[src/rtl/fsm_core_arbiter.sv]
// rtl/fsm_core_arbiter.sv - two-requester round-robin session arbiter for a shared Mealy FSM core
module fsm_core_arbiter #(
   parameter int XW      = 18,
   parameter int YW      = 39,
   parameter int TIMEOUT = 16,
   parameter int CW      = 16
) (
   input  logic          i_clk,
   input  logic          i_rst,
   input  logic [1:0]    i_req,
   input  logic [1:0]    i_vec_valid,
   input  logic [XW-1:0] i_vec0,
   input  logic [XW-1:0] i_vec1,
   input  logic [1:0]    i_last,
   output logic [1:0]    o_gnt,
   output logic [1:0]    o_vec_ready,
   output logic          o_rsp_valid,
   output logic          o_rsp_id,
   output logic [YW-1:0] o_rsp_y,
   output logic          o_timeout,
   output logic [CW-1:0] o_vec_count,
   output logic          o_core_rst,
   output logic          o_core_en,
   output logic [XW-1:0] o_core_x,
   input  logic [YW-1:0] i_core_y
);

   // Idle counter only needs to hold 0 .. TIMEOUT-1.
   localparam int            TW      = (TIMEOUT > 1) ? $clog2(TIMEOUT) : 1;
   localparam logic [TW-1:0] TO_LAST = TW'(TIMEOUT - 1);

   typedef enum logic [1:0] {
      S_IDLE   = 2'd0,
      S_CRST   = 2'd1,
      S_STREAM = 2'd2,
      S_REL    = 2'd3
   } state_t;

   state_t        r_state;
   state_t        w_state_nxt;
   logic          r_owner;
   logic          r_last_owner;
   logic [TW-1:0] r_idle_cnt;
   logic [CW-1:0] r_vec_count;
   logic          r_rsp_valid;
   logic          r_rsp_id;
   logic [YW-1:0] r_rsp_y;
   logic          r_timeout;

   logic          w_owner_req;
   logic          w_owner_valid;
   logic          w_owner_last;
   logic [XW-1:0] w_owner_vec;
   logic [1:0]    w_owner_onehot;
   logic          w_pick;
   logic          w_start;
   logic          w_stream;
   logic          w_abort;
   logic          w_xfer;
   logic          w_close_last;
   logic          w_close_to;
   logic [1:0]    w_gnt;
   logic [1:0]    w_vec_ready;
   logic          w_core_crst;

   // Owner-side views of the requester inputs; the non-owner is never looked at.
   assign w_owner_req    = r_owner ? i_req[1]       : i_req[0];
   assign w_owner_valid  = r_owner ? i_vec_valid[1] : i_vec_valid[0];
   assign w_owner_last   = r_owner ? i_last[1]      : i_last[0];
   assign w_owner_vec    = r_owner ? i_vec1         : i_vec0;
   assign w_owner_onehot = r_owner ? 2'b10          : 2'b01;

   // Round-robin pick: on contention the requester that did not own last wins.
   assign w_pick  = (i_req == 2'b11) ? ~r_last_owner : i_req[1];
   assign w_start = (r_state == S_IDLE) && (i_req != 2'b00);

   // A dropped request masks ready, so abort and transfer are mutually exclusive.
   assign w_stream     = (r_state == S_STREAM);
   assign w_abort      = w_stream && !w_owner_req;
   assign w_xfer       = w_stream && w_owner_req && w_owner_valid;
   assign w_close_last = w_xfer && w_owner_last;
   assign w_close_to   = w_stream && w_owner_req && !w_owner_valid && (r_idle_cnt == TO_LAST);

   // Next-state and per-state grant/ready/core-reset decode.
   always_comb begin
      w_state_nxt = r_state;
      w_gnt       = 2'b00;
      w_vec_ready = 2'b00;
      w_core_crst = 1'b0;
      case (r_state)
         S_IDLE: begin
            if (i_req != 2'b00) begin
               w_state_nxt = S_CRST;
            end
         end
         S_CRST: begin
            w_gnt       = w_owner_onehot;
            w_core_crst = 1'b1;
            w_state_nxt = S_STREAM;
         end
         S_STREAM: begin
            w_gnt = w_owner_onehot;
            if (w_owner_req) begin
               w_vec_ready = w_owner_onehot;
            end
            if (w_abort || w_close_last || w_close_to) begin
               w_state_nxt = S_REL;
            end
         end
         S_REL: begin
            w_state_nxt = S_IDLE;
         end
         default: begin
            w_state_nxt = S_IDLE;
         end
      endcase
   end

   assign o_gnt       = w_gnt;
   assign o_vec_ready = w_vec_ready;
   assign o_core_en   = w_xfer;
   assign o_core_x    = w_xfer ? w_owner_vec : '0;
   assign o_core_rst  = i_rst || w_core_crst;
   assign o_rsp_valid = r_rsp_valid;
   assign o_rsp_id    = r_rsp_id;
   assign o_rsp_y     = r_rsp_y;
   assign o_timeout   = r_timeout;
   assign o_vec_count = r_vec_count;

   // State register.
   always_ff @(posedge i_clk or posedge i_rst) begin
      if (i_rst) begin
         r_state <= S_IDLE;
      end else begin
         r_state <= w_state_nxt;
      end
   end

   // Session owner is latched at grant; last_owner is updated on release.
   always_ff @(posedge i_clk or posedge i_rst) begin
      if (i_rst) begin
         r_owner      <= 1'b0;
         r_last_owner <= 1'b1;
      end else begin
         if (w_start) begin
            r_owner <= w_pick;
         end
         if (r_state == S_REL) begin
            r_last_owner <= r_owner;
         end
      end
   end

   // Idle counter: counts STREAM cycles since the last accepted vector.
   always_ff @(posedge i_clk or posedge i_rst) begin
      if (i_rst) begin
         r_idle_cnt <= '0;
      end else if (w_start || w_xfer) begin
         r_idle_cnt <= '0;
      end else if (w_stream && (r_idle_cnt != TO_LAST)) begin
         r_idle_cnt <= r_idle_cnt + TW'(1);
      end
   end

   // Saturating count of vectors accepted in the session.
   always_ff @(posedge i_clk or posedge i_rst) begin
      if (i_rst) begin
         r_vec_count <= '0;
      end else if (w_start) begin
         r_vec_count <= '0;
      end else if (w_xfer && (r_vec_count != {CW{1'b1}})) begin
         r_vec_count <= r_vec_count + CW'(1);
      end
   end

   // Capture the core's Mealy output for each accepted vector; one-cycle latency.
   always_ff @(posedge i_clk or posedge i_rst) begin
      if (i_rst) begin
         r_rsp_valid <= 1'b0;
         r_rsp_id    <= 1'b0;
         r_rsp_y     <= '0;
      end else begin
         r_rsp_valid <= w_xfer;
         if (w_xfer) begin
            r_rsp_id <= r_owner;
            r_rsp_y  <= i_core_y;
         end
      end
   end

   // Timeout pulse lands in the REL cycle that the timeout close produces.
   always_ff @(posedge i_clk or posedge i_rst) begin
      if (i_rst) begin
         r_timeout <= 1'b0;
      end else begin
         r_timeout <= w_close_to;
      end
   end

endmodule

[config.mk]
export PLATFORM = sky130hd
export DESIGN_NAME = fsm_core_arbiter
export DESIGN_NICKNAME = d
export VERILOG_FILES = /design/src/rtl/fsm_core_arbiter.sv
export SDC_FILE = /design/constraint.sdc
export NUM_CORES = 1
export LEC_CHECK = 0
export CAP_MARGIN = 20
export CELL_PAD_IN_SITES_DETAIL_PLACEMENT = 1
export CELL_PAD_IN_SITES_GLOBAL_PLACEMENT = 1
export CORE_MARGIN = 2
export CORE_UTILIZATION = 30
export DETAILED_ROUTE_END_ITERATION = 8
export DONT_BUFFER_PORTS = 1
export MAX_ROUTING_LAYER = met4
export PLACE_DENSITY = 0.57
export SLEW_MARGIN = 20
export SYNTH_ARGS = -nofsm -noshare
export SYNTH_HDL_FRONTEND = slang
export SYNTH_SLANG_ARGS = --single-unit
[constraint.sdc]
create_clock -name i_clk -period 4.06 [get_ports i_clk]
set_input_delay 0.812 -clock i_clk [delete_from_list [all_inputs] [get_ports i_clk]]
set_output_delay 0.812 -clock i_clk [all_outputs]
set_load 0.05 [all_outputs]
==> flow_summary.yaml <==
outcome:
  status: "completed"
setup_path:
  crit_end: "o_core_en"
  cp_slowest_stage_delay_ns: 0.74
  reg2reg_slack_ns: 1.25
  cp_top_family: "buffers and inverters"
  crit_buf_inv: 2
  cp-startpoint: "r_state[0]$_DFFE_PP0P_"
  worstPathMaxFanout: 47
  required_ns: 3.25
  cp_slowest_cell: "inv_2"
  startpoint_type: "register"
  crit_arrival_ns: 2.62
  worst-path-stages: 5
  cp-end-kind: "output port"
  crit_chain: "inv_1 -> ha_1 -> and4b_1 -> nor2_4 -> inv_2"
  critical_path_class: "reg2out"
  timing.rr.end: "o_vec_count[3]$_DFFE_PP0P_"
  rr_worst_depth: 7
  regToRegStartpoint: "r_state[0]$_DFFE_PP0P_"
timing:
  setup_tns_ns: 0
  tightest_slew_ns: 1.05
  grt_setup_unrepaired: "no"
  fmax_ghz: 0.291
  fin_crit_sh_pct: 84.5
  setup_violations: 0
  final_hold_viol_count: 0
  max_slew_margin_pct: 30.1
  drv_slew: 0
  final.min_clock_period_ns: 3.43
  fin_skew_ns: 0.0106
  setup_ws_ns: 0.629
drt:
  wl_met1_um: 3880
  avgViaCountPerCell: 5.02
  drtIter0Drc: 110
  firstDrtPassIters: 4
  top_layer_used: "met4"
  wl_met2_um: 4500
  drt_wl_total_um: 9250
  drtAntennaViolNets: 0
  vias: 2679
  route.detailed.drc: 0
  wl_per_cell_um: 17.3
  wl_met3_um: 779
yosys:
  ys_seq_area_share_pct: 49.6
  ys_warn_count: 0
  yosysUniqueCellTypes: 44
  ys.flop_type: "dfrtp_1"
  synth_edf_count: 0
  syn-num-nets: 462
  avgSynthCellArea_um2: 8.96
  synth-seq-cells: 66
  syn-cell-area_um2: 3330
  synthArstFlopShare_pct: 100
  syn_inst: 372
layout:
  antenna_cells: 0
  nets: 479
  drive_gt1_share_pct: 12.2
  synthToLayoutAreaGrowth_pct: 15.6
  final_cell_mix: "140 x nand2_1, 65 x dfrtp_1, 29 x mux2i_1"
  layout_commonest_cell: "nand2_1"
floorplanning:
  rows: 38
  core_region_area_um2: 10800
  initial_core_util_pct: 30.7
  die_h_um: 109
  io_pins: 165
  die_w_um: 109
  die_area_um2: 12000
grt:
  grt_overflow_total: 0
  grt_pass1_vias: 2817
  grt_pass1_wl_um: 14500
  antenna_found_initial: 0
  grt_use_total_pct: 16.3
  grt_max_degree: 48
cts:
  cts_buffer_depth: 2
  cts_root_buf: "clkbuf_8"
  clock_latency_ns: 0.35
  cts_resized: 0
  ctsHoldBuffers: 0
  path_clk_slew_ns: 0.08
  post_cts_buffers: 0
  cts_sinks: 66
  cts_buffers: 9
  cts_tree: "built"
  cts_max_level: 3
power_and_ir_drop:
  vdd_drop_max_uv: 357
  p_clk_share_pct: 20.9
  p_per_area_nw_per_um2: 855
  power_frac_comb_pct: 27.4
  switching_share_pct: 51.9
  p_leak_nw: 1.95
  p_sw_mw: 1.71
  p_seq_share_pct: 51.8
  power_mw: 3.29
  internal-power_mw: 1.58
place:
  routabilityCongestion: 0.717
  io_buffers: 0
  place_ws_ns: 0.964
  dp_hpwl_um: 6610
flow_run:
  drv_cap: 0
min_path:
  hold_class: "in2async"
-- area by class of cell --
cell class,instances,area [um2]
Timing Repair Buffer,22,165
Tap cell,140,175
Clock inverter,6,115
Sequential cell,66,1650
Multi-Input combinational cell,284,1590
Fill cell,1266,6990
Clock buffer,10,128
Inverter,6,22.5
-- kinds of logic after synthesis --
family	count (synthesis)	synth area share (%)
AO/OA/AOI/OAI	29	6.42
AND/OR/NAND/NOR	214	28.3
XOR/XNOR	2	0.526
flip-flops	66	49.6
adder cells (fa/ha/maj)	7	2.63
multiplexers	32	9.73
buffers and inverters	22	2.78
-- flip-flops by register name (all words and copies together) (netlist names) --
signal / cells
o_vec_count: 16
o_rsp_id: 1
o_rsp_valid: 1
r_idle_cnt: 4
r_owner: 1
r_state: 2
o_timeout: 1
r_last_owner: 1
o_rsp_y: 39
-- per-stage QoR --
stage	instance area [um2]	util, %	std cells	hold slack (ns)
3_5_place_dp	3610	33.3	518	0.540
5_1_grt	3850	35.5	534	0.474
6_report	3850	35.5	534	0.448
2_1_floorplan	3330	-	372	0.480
4_1_cts	3850	35.5	534	0.452
3_3_place_gp	3610	33.3	518	0.512
-- synthesized netlist by cell type (all sizes together), types with 2 or more instances --
| library cell | instances | area (um2) |
|---|---|---|
| a211oi | 3 | 22.5 |
| a21oi | 7 | 38.8 |
| a311oi | 2 | 17.5 |
| a31oi | 5 | 31.3 |
| a41o | 2 | 20.0 |
| a41oi | 2 | 17.5 |
| and2 | 3 | 18.8 |
| and3 | 4 | 25.0 |
| and4 | 4 | 35.0 |
| buf | 7 | 36.3 |
| clkbuf | 9 | 33.8 |
| dfrtp | 65 | 1630 |
| ha | 7 | 87.6 |
| inv | 6 | 22.5 |
| mux2 | 3 | 33.8 |
| mux2i | 29 | 290 |
| nand2 | 140 | 526 |
| nand2b | 6 | 37.5 |
| nand3 | 5 | 25.0 |
| nand4 | 5 | 31.3 |
| nor2 | 25 | 93.8 |
| nor2b | 5 | 31.3 |
| nor3 | 9 | 45.0 |
| o21ai | 2 | 10.0 |
| or3 | 2 | 12.5 |
| xor2 | 2 | 17.5 |
-- power groups by stage --
stage	clock network, mW	registers [mW]	logic, mW
after floorplan	0	1.65	0.757
after global placement	0	1.72	0.877
after detailed placement	0	1.72	0.923
after CTS	0.712	1.71	0.919
after global routing	0.739	1.74	1.02
final	0.687	1.71	0.901
-- worst register-to-register path: stages (launching register included) --
cell	delay, ns
dfrtp_1	0.41
inv_1	0.14
ha_1	0.47
and4b_1	0.37
nor2_4	0.14
inv_2	0.74
a41oi_1	0.22
a211oi_1	0.24
-- worst min path at each step --
| stage | from | endpoint | slack (ns) | cells past startpoint |
|---|---|---|---|---|
| after floorplan | r_idle_cnt[2]$_DFFE_PP0P_ | r_idle_cnt[2]$_DFFE_PP0P_ | 0.48 | 1 |
| after global placement | r_idle_cnt[2]$_DFFE_PP0P_ | r_idle_cnt[2]$_DFFE_PP0P_ | 0.51 | 1 |
| after detailed placement | r_idle_cnt[2]$_DFFE_PP0P_ | r_idle_cnt[2]$_DFFE_PP0P_ | 0.54 | 1 |
| after CTS | i_rst | o_rsp_y[19]$_DFFE_PP0P_ | 0.45 | 1 |
| after global routing | i_rst | o_rsp_y[19]$_DFFE_PP0P_ | 0.47 | 1 |
| final | i_rst | o_rsp_y[19]$_DFFE_PP0P_ | 0.45 | 1 |
-- metal layers --
metal / GRT usage [%] / up-vias
met4: 4.61 / 0
met1: 19.2 / 1296
li1: - / 1282
met5: - / -
met3: 6.46 / 10
met2: 25.8 / 91
Power figures use the tool's default switching activity.
